`config.mk`:
```
export PLATFORM = sky130hd
export DESIGN_NAME = event_uart_transmitter
export DESIGN_NICKNAME = d
export VERILOG_FILES = /design/src/rtl/event_uart_transmitter_pkg.sv /design/src/rtl/event_uart_transmitter_sync_fifo.sv /design/src/rtl/event_uart_transmitter.sv
export SDC_FILE = /design/constraint.sdc
export NUM_CORES = 1
export LEC_CHECK = 0
export ABC_AREA = 1
export BUFFER_PORTS_ARGS = -buffer_cell sky130_fd_sc_hd__buf_2
export CAP_MARGIN = 20
export CORE_MARGIN = 1
export CORE_UTILIZATION = 60
export CTS_CLUSTER_SIZE = 24
export DETAILED_ROUTE_END_ITERATION = 16
export GPL_ROUTABILITY_DRIVEN = 1
export PLACE_DENSITY = 0.77
export SETUP_SLACK_MARGIN = 0.15
export SLEW_MARGIN = 20
export SYNTH_ARGS = -nofsm -noshare
export SYNTH_HDL_FRONTEND = slang
export SYNTH_SLANG_ARGS = --single-unit
```
`constraint.sdc`:
```
create_clock -name clk -period 5.78 [get_ports clk]
set_input_delay 0.289 -clock clk [delete_from_list [all_inputs] [get_ports clk]]
set_output_delay 0.289 -clock clk [all_outputs]
set_load 0.005 [all_outputs]
```
`src/rtl/event_uart_transmitter_pkg.sv`:
```
// Shared constants and types for the dancepad event UART transmitter.
// Frame geometry, event bit positions and the TX state encoding live here.
package event_uart_transmitter_pkg;

    localparam int UART_FRAME_BITS = 10;

    localparam int BUTTON_UP    = 0;
    localparam int BUTTON_DOWN  = 1;
    localparam int BUTTON_LEFT  = 2;
    localparam int BUTTON_RIGHT = 3;

    typedef enum logic [1:0] {
        TX_IDLE,
        TX_START,
        TX_DATA,
        TX_STOP
    } tx_state_e;

endpackage

```
`src/rtl/event_uart_transmitter_sync_fifo.sv`:
```
// Single-clock FIFO with registered read data (valid the edge after rd_en).
// Full/empty come from the count before any same-cycle push or pop.
module sync_fifo
    import event_uart_transmitter_pkg::*;
#(
    parameter int WIDTH = 8,
    parameter int DEPTH = 4,
    localparam int CNT_W = $clog2(DEPTH) + 1
) (
    input  logic             clk,
    input  logic             rst,
    input  logic             wr_en,
    input  logic [WIDTH-1:0] wr_data,
    input  logic             rd_en,
    output logic [WIDTH-1:0] rd_data,
    output logic [CNT_W-1:0] count,
    output logic             full,
    output logic             empty
);

    localparam int PTR_W = $clog2(DEPTH);

    logic [WIDTH-1:0] mem_q [DEPTH];
    logic [PTR_W-1:0] wr_ptr_q, wr_ptr_d;
    logic [PTR_W-1:0] rd_ptr_q, rd_ptr_d;
    logic [CNT_W-1:0] count_q, count_d;
    logic [WIDTH-1:0] rd_data_q, rd_data_d;
    logic             wr_ok, rd_ok;

    assign full    = (count_q == CNT_W'(DEPTH));
    assign empty   = (count_q == '0);
    assign count   = count_q;
    assign rd_data = rd_data_q;

    always_comb begin
        wr_ok     = wr_en && !full;
        rd_ok     = rd_en && !empty;
        wr_ptr_d  = wr_ok ? wr_ptr_q + PTR_W'(1) : wr_ptr_q;
        rd_ptr_d  = rd_ok ? rd_ptr_q + PTR_W'(1) : rd_ptr_q;
        rd_data_d = rd_ok ? mem_q[rd_ptr_q] : rd_data_q;
        count_d   = count_q;
        case ({wr_ok, rd_ok})
            2'b10:   count_d = count_q + CNT_W'(1);
            2'b01:   count_d = count_q - CNT_W'(1);
            default: count_d = count_q;
        endcase
    end

    always_ff @(posedge clk) begin
        if (rst) begin
            wr_ptr_q <= '0;
            rd_ptr_q <= '0;
            count_q  <= '0;
        end else begin
            wr_ptr_q <= wr_ptr_d;
            rd_ptr_q <= rd_ptr_d;
            count_q  <= count_d;
        end
        rd_data_q <= rd_data_d;
        if (wr_ok) begin
            mem_q[wr_ptr_q] <= wr_data;
        end
    end

endmodule

```
`src/rtl/event_uart_transmitter.sv`:
```
// Dancepad event link: queues a packet on every event_state change, re-sends
// the last state as a keepalive, and serialises packets as 8N1 UART frames.
module event_uart_transmitter
    import event_uart_transmitter_pkg::*;
#(
    parameter int CLK_FREQ       = 100000000,
    parameter int BAUD           = 9600,
    parameter int FIFO_DEPTH     = 4,
    parameter int REFRESH_CYCLES = 1000000
) (
    input  logic                          clk,
    input  logic                          rst,
    input  logic [7:0]                    event_state,
    input  logic                          tx_enable,
    output logic                          TxD,
    output logic                          busy,
    output logic                          pending,
    output logic [$clog2(FIFO_DEPTH):0]   fifo_count
);

    localparam int BAUD_DIV = CLK_FREQ / BAUD;
    localparam int CNT_W    = $clog2(BAUD_DIV);
    localparam int RF_W     = $clog2(REFRESH_CYCLES + 1);
    localparam logic [CNT_W-1:0] BAUD_LAST = CNT_W'(BAUD_DIV - 1);
    localparam logic [RF_W-1:0]  RF_LAST   = RF_W'(REFRESH_CYCLES - 1);

    tx_state_e        state_q, state_d;
    logic [CNT_W-1:0] baud_q, baud_d;
    logic [2:0]       bit_idx_q, bit_idx_d;
    logic [7:0]       shreg_q, shreg_d;
    logic             txd_q, txd_d;
    logic             busy_q, busy_d;
    logic             pending_q, pending_d;
    logic [7:0]       last_sent_q, last_sent_d;
    logic [RF_W-1:0]  refresh_q, refresh_d;

    logic             changed, change_push, keepalive_push;
    logic             fifo_wr_en, fifo_rd_en, fifo_full, fifo_empty;
    logic [7:0]       fifo_wr_data, fifo_rd_data;

    sync_fifo #(
        .WIDTH (8),
        .DEPTH (FIFO_DEPTH)
    ) u_fifo (
        .clk     (clk),
        .rst     (rst),
        .wr_en   (fifo_wr_en),
        .wr_data (fifo_wr_data),
        .rd_en   (fifo_rd_en),
        .rd_data (fifo_rd_data),
        .count   (fifo_count),
        .full    (fifo_full),
        .empty   (fifo_empty)
    );

    assign TxD     = txd_q;
    assign busy    = busy_q;
    assign pending = pending_q;

    // A change blocked by a full FIFO is not remembered; the live state is retried every cycle.
    always_comb begin
        changed        = (event_state != last_sent_q);
        change_push    = changed && !fifo_full;
        keepalive_push = !changed && (refresh_q == RF_LAST) && fifo_empty && !busy_q;
        fifo_wr_en     = change_push || keepalive_push;
        fifo_wr_data   = change_push ? event_state : last_sent_q;
        last_sent_d    = change_push ? event_state : last_sent_q;
        pending_d      = changed && fifo_full;
        if (fifo_wr_en) begin
            refresh_d = '0;
        end else if (refresh_q == RF_LAST) begin
            refresh_d = refresh_q;
        end else begin
            refresh_d = refresh_q + RF_W'(1);
        end
    end

    always_comb begin
        state_d    = state_q;
        baud_d     = baud_q;
        bit_idx_d  = bit_idx_q;
        shreg_d    = shreg_q;
        txd_d      = txd_q;
        busy_d     = busy_q;
        fifo_rd_en = 1'b0;
        case (state_q)
            TX_IDLE: begin
                if (!fifo_empty && tx_enable) begin
                    fifo_rd_en = 1'b1;
                    state_d    = TX_START;
                    baud_d     = '0;
                    txd_d      = 1'b0;
                    busy_d     = 1'b1;
                end
            end
            TX_START: begin
                // Popped byte arrives one cycle after the pop, well inside the start bit.
                if (baud_q == '0) begin
                    shreg_d = fifo_rd_data;
                end
                if (baud_q == BAUD_LAST) begin
                    baud_d    = '0;
                    bit_idx_d = '0;
                    state_d   = TX_DATA;
                    txd_d     = shreg_q[0];
                end else begin
                    baud_d = baud_q + CNT_W'(1);
                end
            end
            TX_DATA: begin
                if (baud_q == BAUD_LAST) begin
                    baud_d  = '0;
                    shreg_d = shreg_q >> 1;
                    if (bit_idx_q == 3'd7) begin
                        state_d = TX_STOP;
                        txd_d   = 1'b1;
                    end else begin
                        bit_idx_d = bit_idx_q + 3'd1;
                        txd_d     = shreg_q[1];
                    end
                end else begin
                    baud_d = baud_q + CNT_W'(1);
                end
            end
            TX_STOP: begin
                if (baud_q == BAUD_LAST) begin
                    baud_d = '0;
                    if (!fifo_empty && tx_enable) begin
                        fifo_rd_en = 1'b1;
                        state_d    = TX_START;
                        txd_d      = 1'b0;
                    end else begin
                        state_d = TX_IDLE;
                        busy_d  = 1'b0;
                        txd_d   = 1'b1;
                    end
                end else begin
                    baud_d = baud_q + CNT_W'(1);
                end
            end
            default: state_d = TX_IDLE;
        endcase
    end

    always_ff @(posedge clk) begin
        if (rst) begin
            state_q     <= TX_IDLE;
            baud_q      <= '0;
            bit_idx_q   <= '0;
            txd_q       <= 1'b1;
            busy_q      <= 1'b0;
            pending_q   <= 1'b0;
            last_sent_q <= '0;
            refresh_q   <= '0;
        end else begin
            state_q     <= state_d;
            baud_q      <= baud_d;
            bit_idx_q   <= bit_idx_d;
            txd_q       <= txd_d;
            busy_q      <= busy_d;
            pending_q   <= pending_d;
            last_sent_q <= last_sent_d;
            refresh_q   <= refresh_d;
        end
        shreg_q <= shreg_d;
    end

endmodule

```
==> After elaboration in Yosys (flattened, before gate mapping) <==
Memories as Yosys holds them, arrays and structs flattened. A register that Yosys moved wholly into a read port is not among the register bits.
Index checks and enable logic that the tools add are counted.
{ "op_classes": {"n_addsub": 7, "eq_ne": 18, "mux": 35, "n_reduce_logical": 26} }
{ "op_table": {"columns": ["cell", "n"], "rows": [
  ["$mux 14", 2],
  ["$pmux 14 s2", 1],
  ["$mux 8", 3],
  ["$add 20x1->20 const B", 1],
  ["$eq 20x20->1 const B", 1],
  ["$ne 2x2->1 const B", 8],
  ["$pmux 8 s2", 1],
  ["$add 14x1->14 const B", 1],
  ["$eq 14x14->1 const B", 1],
  ["$logic_not 14->1", 1],
  ["$mux 1", 14],
  ["$pmux 3 s2", 2],
  ["$reduce_and 4->1", 3],
  ["$mux 2", 5],
  ["$mux 3", 3],
  ["$logic_and 1x1->1", 8],
  ["$ne 8x8->1", 1],
  ["$pmux 2 s4", 1],
  ["$add 3x1->3 const B", 2],
  ["$eq 2x2->1 const B", 3],
  ["$eq 3x3->1 const B", 2],
  ["$reduce_bool 2->1", 3],
  ["$reduce_and 5->1", 1],
  ["$add 2x1->2 const B", 2],
  ["11 further kinds", 16]
]} }
{ "word_totals": {"register_bits": 65, "ram_bits": 32, "in_bits": 11, "output_inout_bits": 6, "n_memories": 1} }
{ "memory_table": {"columns": ["name", "words", "width", "rd", "rd_clocked_by_memory_dff", "write_ports", "line_no", "rtl"], "rows": [
  ["u_fifo.mem_q", 4, 8, 1, 1, 1, "event_uart_transmitter_sync_fifo.sv:23", "logic [WIDTH-1:0] mem_q [DEPTH];"]
]} }

==> Depth between registers and ports, before layout <==
{ "logic_depth": {"depth_word": 9, "ltp_mapped": 16, "mapped_depth_nobuf": 15} }

==> Cells and area by module <==
A second synthesis with hierarchy kept.
{ "unflattened": {"hier_cells": 635, "hier_area_um2": 5178.7} }
{ "by_module_without_submodules": {"columns": ["mod", "instances", "cells_per_inst", "area_per_inst_um2", "seq_area_each_um2"], "rows": [
  ["event_uart_transmitter", 1, 484, 3295.7, 1241.2],
  ["sync_fifo", 1, 151, 1883.1, 1341.3]
]} }

==> Least setup slack after synthesis <==
Ideal clock, no wire load.
{ "synth_timing": {"path_kind": "reg2reg", "from": "register baud_q[1]", "to": "register u_fifo.count_q[2], in the netlist u_fifo.count[2]", "setup_time_ns": 0.122, "arrival_time_ns": 2.311, "slack_ns": 3.347, "stages_incl_launch_ff": 15, "path_buffers": 0, "period_less_slack_ns": 2.433, "path_cell_list": "dfxtp_1 > ha_1 > nand3_1 > nor2_1 > nand2_2 > nand2_2 > nand2_1 > inv_1 > ha_1 > inv_1 > fa_1 > a21oi_1 > o21ai_0 > o21ai_0 > a21oi_1"} }
{ "synth_via": {"elab_chain_cells": 6, "elab_cells_between_ends": 8, "cone_classes": "eq/ne (3); mux (3); reduce/logical (2)"} }
{ "synth_rtl": {"columns": ["item", "line_no", "rtl"], "rows": [
  ["start, declared", "event_uart_transmitter.sv:28", "logic [CNT_W-1:0] baud_q, baud_d;"],
  ["start signal, assigned", "event_uart_transmitter.sv:157", "baud_q <= baud_d;"],
  ["$eq 14x14->1 (*)", "event_uart_transmitter.sv:126", "if (baud_q == BAUD_LAST) begin"],
  ["$mux 1 (*)", "event_uart_transmitter.sv:126", null],
  ["$pmux 1 s2 (*)", "event_uart_transmitter.sv:86", "case (state_q)"],
  ["$logic_and 1x1->1 (*)", "event_uart_transmitter_sync_fifo.sv:37", "rd_ok = rd_en && !empty;"],
  ["net u_fifo.rd_ok", "event_uart_transmitter_sync_fifo.sv:28", "logic wr_ok, rd_ok;"],
  ["$eq 2x1->1 or $eq 2x2->1 (tied branches)", "event_uart_transmitter_sync_fifo.sv:42", "case ({wr_ok, rd_ok})"],
  ["$pmux 3 s2 or $reduce_bool 2->1 (tied branches)", null, null],
  ["end signal, assigned", "event_uart_transmitter_sync_fifo.sv:57", "count_q <= count_d;"],
  ["end, declared", "event_uart_transmitter_sync_fifo.sv:26", "logic [CNT_W-1:0] count_q, count_d;"]
]} }
Mark *: on every way through the listed nets, which the timed path passes. The rest lies on a longest branch.
A chain may end at the register's enable or synchronous reset.

==> Worst setup path in the final report <==
{ "layout_timing": {"from": "register last_sent_q[0]", "to": "register u_fifo.count_q[2], in the netlist u_fifo.count[2]"} }
{ "layout_via": {"elab_chain_cells": 9, "elab_cells_between_ends": 12, "cone_classes": "eq/ne (3); mux (1); reduce/logical (8)"} }
{ "layout_rtl": {"columns": ["item", "line_no", "rtl"], "rows": [
  ["start, declared", "event_uart_transmitter.sv:34", "logic [7:0] last_sent_q, last_sent_d;"],
  ["start signal, assigned", "event_uart_transmitter.sv:162", "last_sent_q <= last_sent_d;"],
  ["$ne 8x8->1 (*)", "event_uart_transmitter.sv:62", "changed = (event_state != last_sent_q);"],
  ["$logic_not 1->1", "event_uart_transmitter.sv:64", "keepalive_push = !changed && (refresh_q == RF_LAST) && fifo_empty && !busy_q;"],
  ["$logic_and 1x1->1 (3 in series)", "event_uart_transmitter.sv:64", null],
  ["$logic_or 1x1->1 (*)", "event_uart_transmitter.sv:65", "fifo_wr_en = change_push || keepalive_push;"],
  ["$logic_and 1x1->1 (*)", "event_uart_transmitter_sync_fifo.sv:36", "wr_ok = wr_en && !full;"],
  ["$eq 2x1->1 or $eq 2x2->1 (tied branches)", "event_uart_transmitter_sync_fifo.sv:42", null],
  ["$pmux 3 s2 or $reduce_bool 2->1 (tied branches)", null, null]
]} }
Mark *: on every way between the ends. The rest lies on a longest branch, timed or not.

==> metrics.md <==
| Metric | Value |
|---|---|
| Clk sinks | 105 |
| Clock slew at reported path FFs | 0.10 ns |
| CP dominant cell by count | nand2_1 |
| Mapped Cells | 615 |
| Clk buf depth | 2 |
| Post-synth ARST share | 0 |
| Largest net degree at the start of global routing | 27 |
| Final ANT Viol Nets | 0 |
| First-pass GRT wire length | 16.71 mm |
| Worst Setup End Kind | register |
| Leak | 2.106 nW |
| Crit path max-delay family | simple AND/OR/NAND/NOR gates |
| Kind of critical path | reg -> reg |
| Cell Count, Final, Fillers Out | 736 |
| Gr ovfl total | 0 |
| CP max stage cell | nand2_1 |
| Routed len/inst | 13.32 um |
| Max VDD drop | 0.0002153 V |
| Yosys cell types | 41 |
| Synthesis warning total | 0 |
| Sequential fraction of the synthesis area | 0.5060 |
| Root buffer cell | clkbuf_8 |
| Total Nets Final | 653 |
| Max FO, Critical Path | 22 |
| Antenna violations before repair | 0 |
| Total wire length | 9.807 mm |
| Critical path arrival | 3.08 ns |
| Hold_buf cts | 0 |
| Final max-slew violation count | 0 |
| Top cell type by total area after synthesis | edfxtp_1 |
| Num CTS Buffers | 9 |
| Main synth FF type | dfxtp_1 |
| Worst hold-check path type | in -> reg |
| Fin Setup TNS | 0 ns |
| Number of synthesized flops with an enable pin | 48 |
| TritonCTS clock tree | built |
| Worst Tran Pin Value | 0.8022 ns |
| # DRC | 0 |
| Die Wd | 94.23 um |
| Slew HR | 0.4652 |
| Post-CTS setup buffers | 0 |
| Most common cell in the synthesized netlist | nand2_1 |
| Die H | 94.23 um |
| Final period util | 0.4871 |
| Die area | 8879 um^2 |
| # IOs | 17 |
| Cell Pwr Density | 393.4 nW/um^2 |
| Synthesis-to-finish area growth | 7.208% |
| Max-Cap Viols | 0 |
| Synthesized flop and latch total | 105 |
| Minimum clock period | 2.815 ns |
| Initial detailed-routing violation count | 150 |
| Clk_skew | 0.01102 ns |
| Post-synth top area share | 0.2824 |
| RSZ-0062 raised after global routing | no |
| Starting Density | 0.6211 |
| Buf/Inv on CP | 2 |
| Worst-skew pair later-pin latency | 0.37 ns |
| GRT Total Usage | 0.2442 |
| Crit path cell chain | inv_1 -> nand2_1 -> nand2_1 -> nor2_1 -> and2_1 -> nand2_1 -> nand2_1 -> and2_4 -> ha_1 -> inv_1 -> fa_1 -> a21oi_1 -> o21ai_0 -> o21ai_0 -> a21oi_1 |
| Synth cell count leaders | nand2_1 (134), inv_1 (74), nor2_1 (73) |
| Cell Rows | 33 |
| Post-CTS resize count | 0 |
| Startpoint types | register |
| Synth area leaders | edfxtp_1 (28%), dfxtp_1 (22%), nand2_1 (9.9%) |
| Mapped Area | 5104 um^2 |
| Port buffer count | 16 |
| CTS H-tree depth | 3 |
| Fill cells | 685 |
| Mapped Avg Cell Area | 8.299 um^2 |
| Fin. Hold Viols | 0 |
| Core region area | 8217 um^2 |
| DP Wirelength | 6.864 mm |
| Status | completed |
| Routability cong. | 0.8552 |
| Final antenna diode count | 0 |
| DR vias | 3958 |
| DRT Pass-1 Iters | 4 |
| Final setup vio count | 0 |
| Fmax | 0.3552 GHz |
| Number of global-route vias before repair | 3778 |
| Placed insts | 720 |
| Syn Nets | 642 |
| Share of post-route cells with drive strength above 1 | 0.09350 |
| Vias/cell | 5.378 |
| CP max stage delay | 0.45 ns |
| CP required | 6.04 ns |
routing by layer:
layer	track usage	up-vias	wire length, um
li1	-	2026	-
met1	0.3134	1831	4592
met2	0.4022	91	4643
met3	0.04531	10	442
met4	0.1038	0	127
met5	0	-	0
tightest hold or removal path, cell delays in order:
cell,delay [ns]
buf_2,0.09
o21ai_0,0.10
nor2_1,0.09
flip-flops by register name, summed over array words and instances, names as in the netlist:
register         count
u_fifo.mem_q        32
refresh_q           20
baud_q              14
last_sent_q          8
shreg_q              8
u_fifo.rd_data       8
bit_idx_q            3
u_fifo.count         3
state_q              2
u_fifo.rd_ptr_q      2
u_fifo.wr_ptr_q      2
TxD                  1
busy                 1
pending              1
cells in the final DEF, fill, tap and decap left out, types with 2 or more instances in the layout:
cell type	Yosys	final
nor2_2	7	7
nand2_1	134	134
inv_2	2	2
nand3_1	31	31
o22ai_1	8	8
inv_1	74	74
a21oi_1	38	38
xor2_1	10	10
edfxtp_1	48	48
nor2_1	73	73
nor3_2	5	5
bufinv_16	0	3
nand4_1	14	14
buf_2	4	16
nor3_1	12	12
ha_1	15	15
or2_2	5	5
xnor2_1	6	6
nand3_2	3	3
dfxtp_1	57	57
and2_1	3	3
clkbuf_8	0	9
nand2_2	4	4
o21ai_0	35	35
clkbuf_1	8	2
cell type report:
| class | instances | area, um^2 | area share |
|---|---|---|---|
| clock buffers | 11 | 131.4 | 0.02401 |
| clock inverters | 5 | 106.4 | 0.01944 |
| inverters | 77 | 289.0 | 0.05282 |
| multi-input cells | 417 | 2151 | 0.3931 |
| flip-flops and latches | 105 | 2582 | 0.4720 |
| well taps | 105 | 131.4 | 0.02401 |
| repair buffers | 16 | 80.08 | 0.01464 |
final timing paths:
check                  from         endpoint  slack (ns)  cells after the start
min          event_state[2]   last_sent_q[2]        0.23                      3
max          last_sent_q[0]  u_fifo.count[2]        2.96                     15
min reg2reg    bit_idx_q[1]     bit_idx_q[1]        0.48                      2
max reg2reg  last_sent_q[0]  u_fifo.count[2]        2.96                     15
per-stage QoR:
stage | utilization | worst slack (ns) | power (mW) | instance area (um^2) | hold WS, ns
detailed placement | 0.6370 | 2.903 | 1.628 | 5234 | 0.4633
global placement | 0.6370 | 3.061 | 1.598 | 5234 | 0.4506
floorplan | - | 3.347 | 1.470 | 5104 | 0.4468
finish | 0.6659 | 2.965 | 2.152 | 5472 | 0.2345
CTS | 0.6659 | 2.988 | 2.161 | 5472 | 0.2247
global route | 0.6659 | 2.631 | 2.279 | 5472 | 0.2654
cells by family after synthesis:
| kind of cell | share of synthesized area |
|---|---|
| compound gates | 0.09365 |
| buf+inv | 0.07257 |
| xor+xnor | 0.02746 |
| flops | 0.5060 |
| fa+ha+maj | 0.04070 |
| simple gates | 0.2596 |
power by group:
part	switching, mW	internal (mW)	leakage [nW]
Sequential	0.0627	0.965	0.911
Clock	0.246	0.289	0.114
Combinational	0.418	0.172	1.08
Total	0.727	1.43	2.11
No activity file was read; power rests on OpenSTA's default activity.
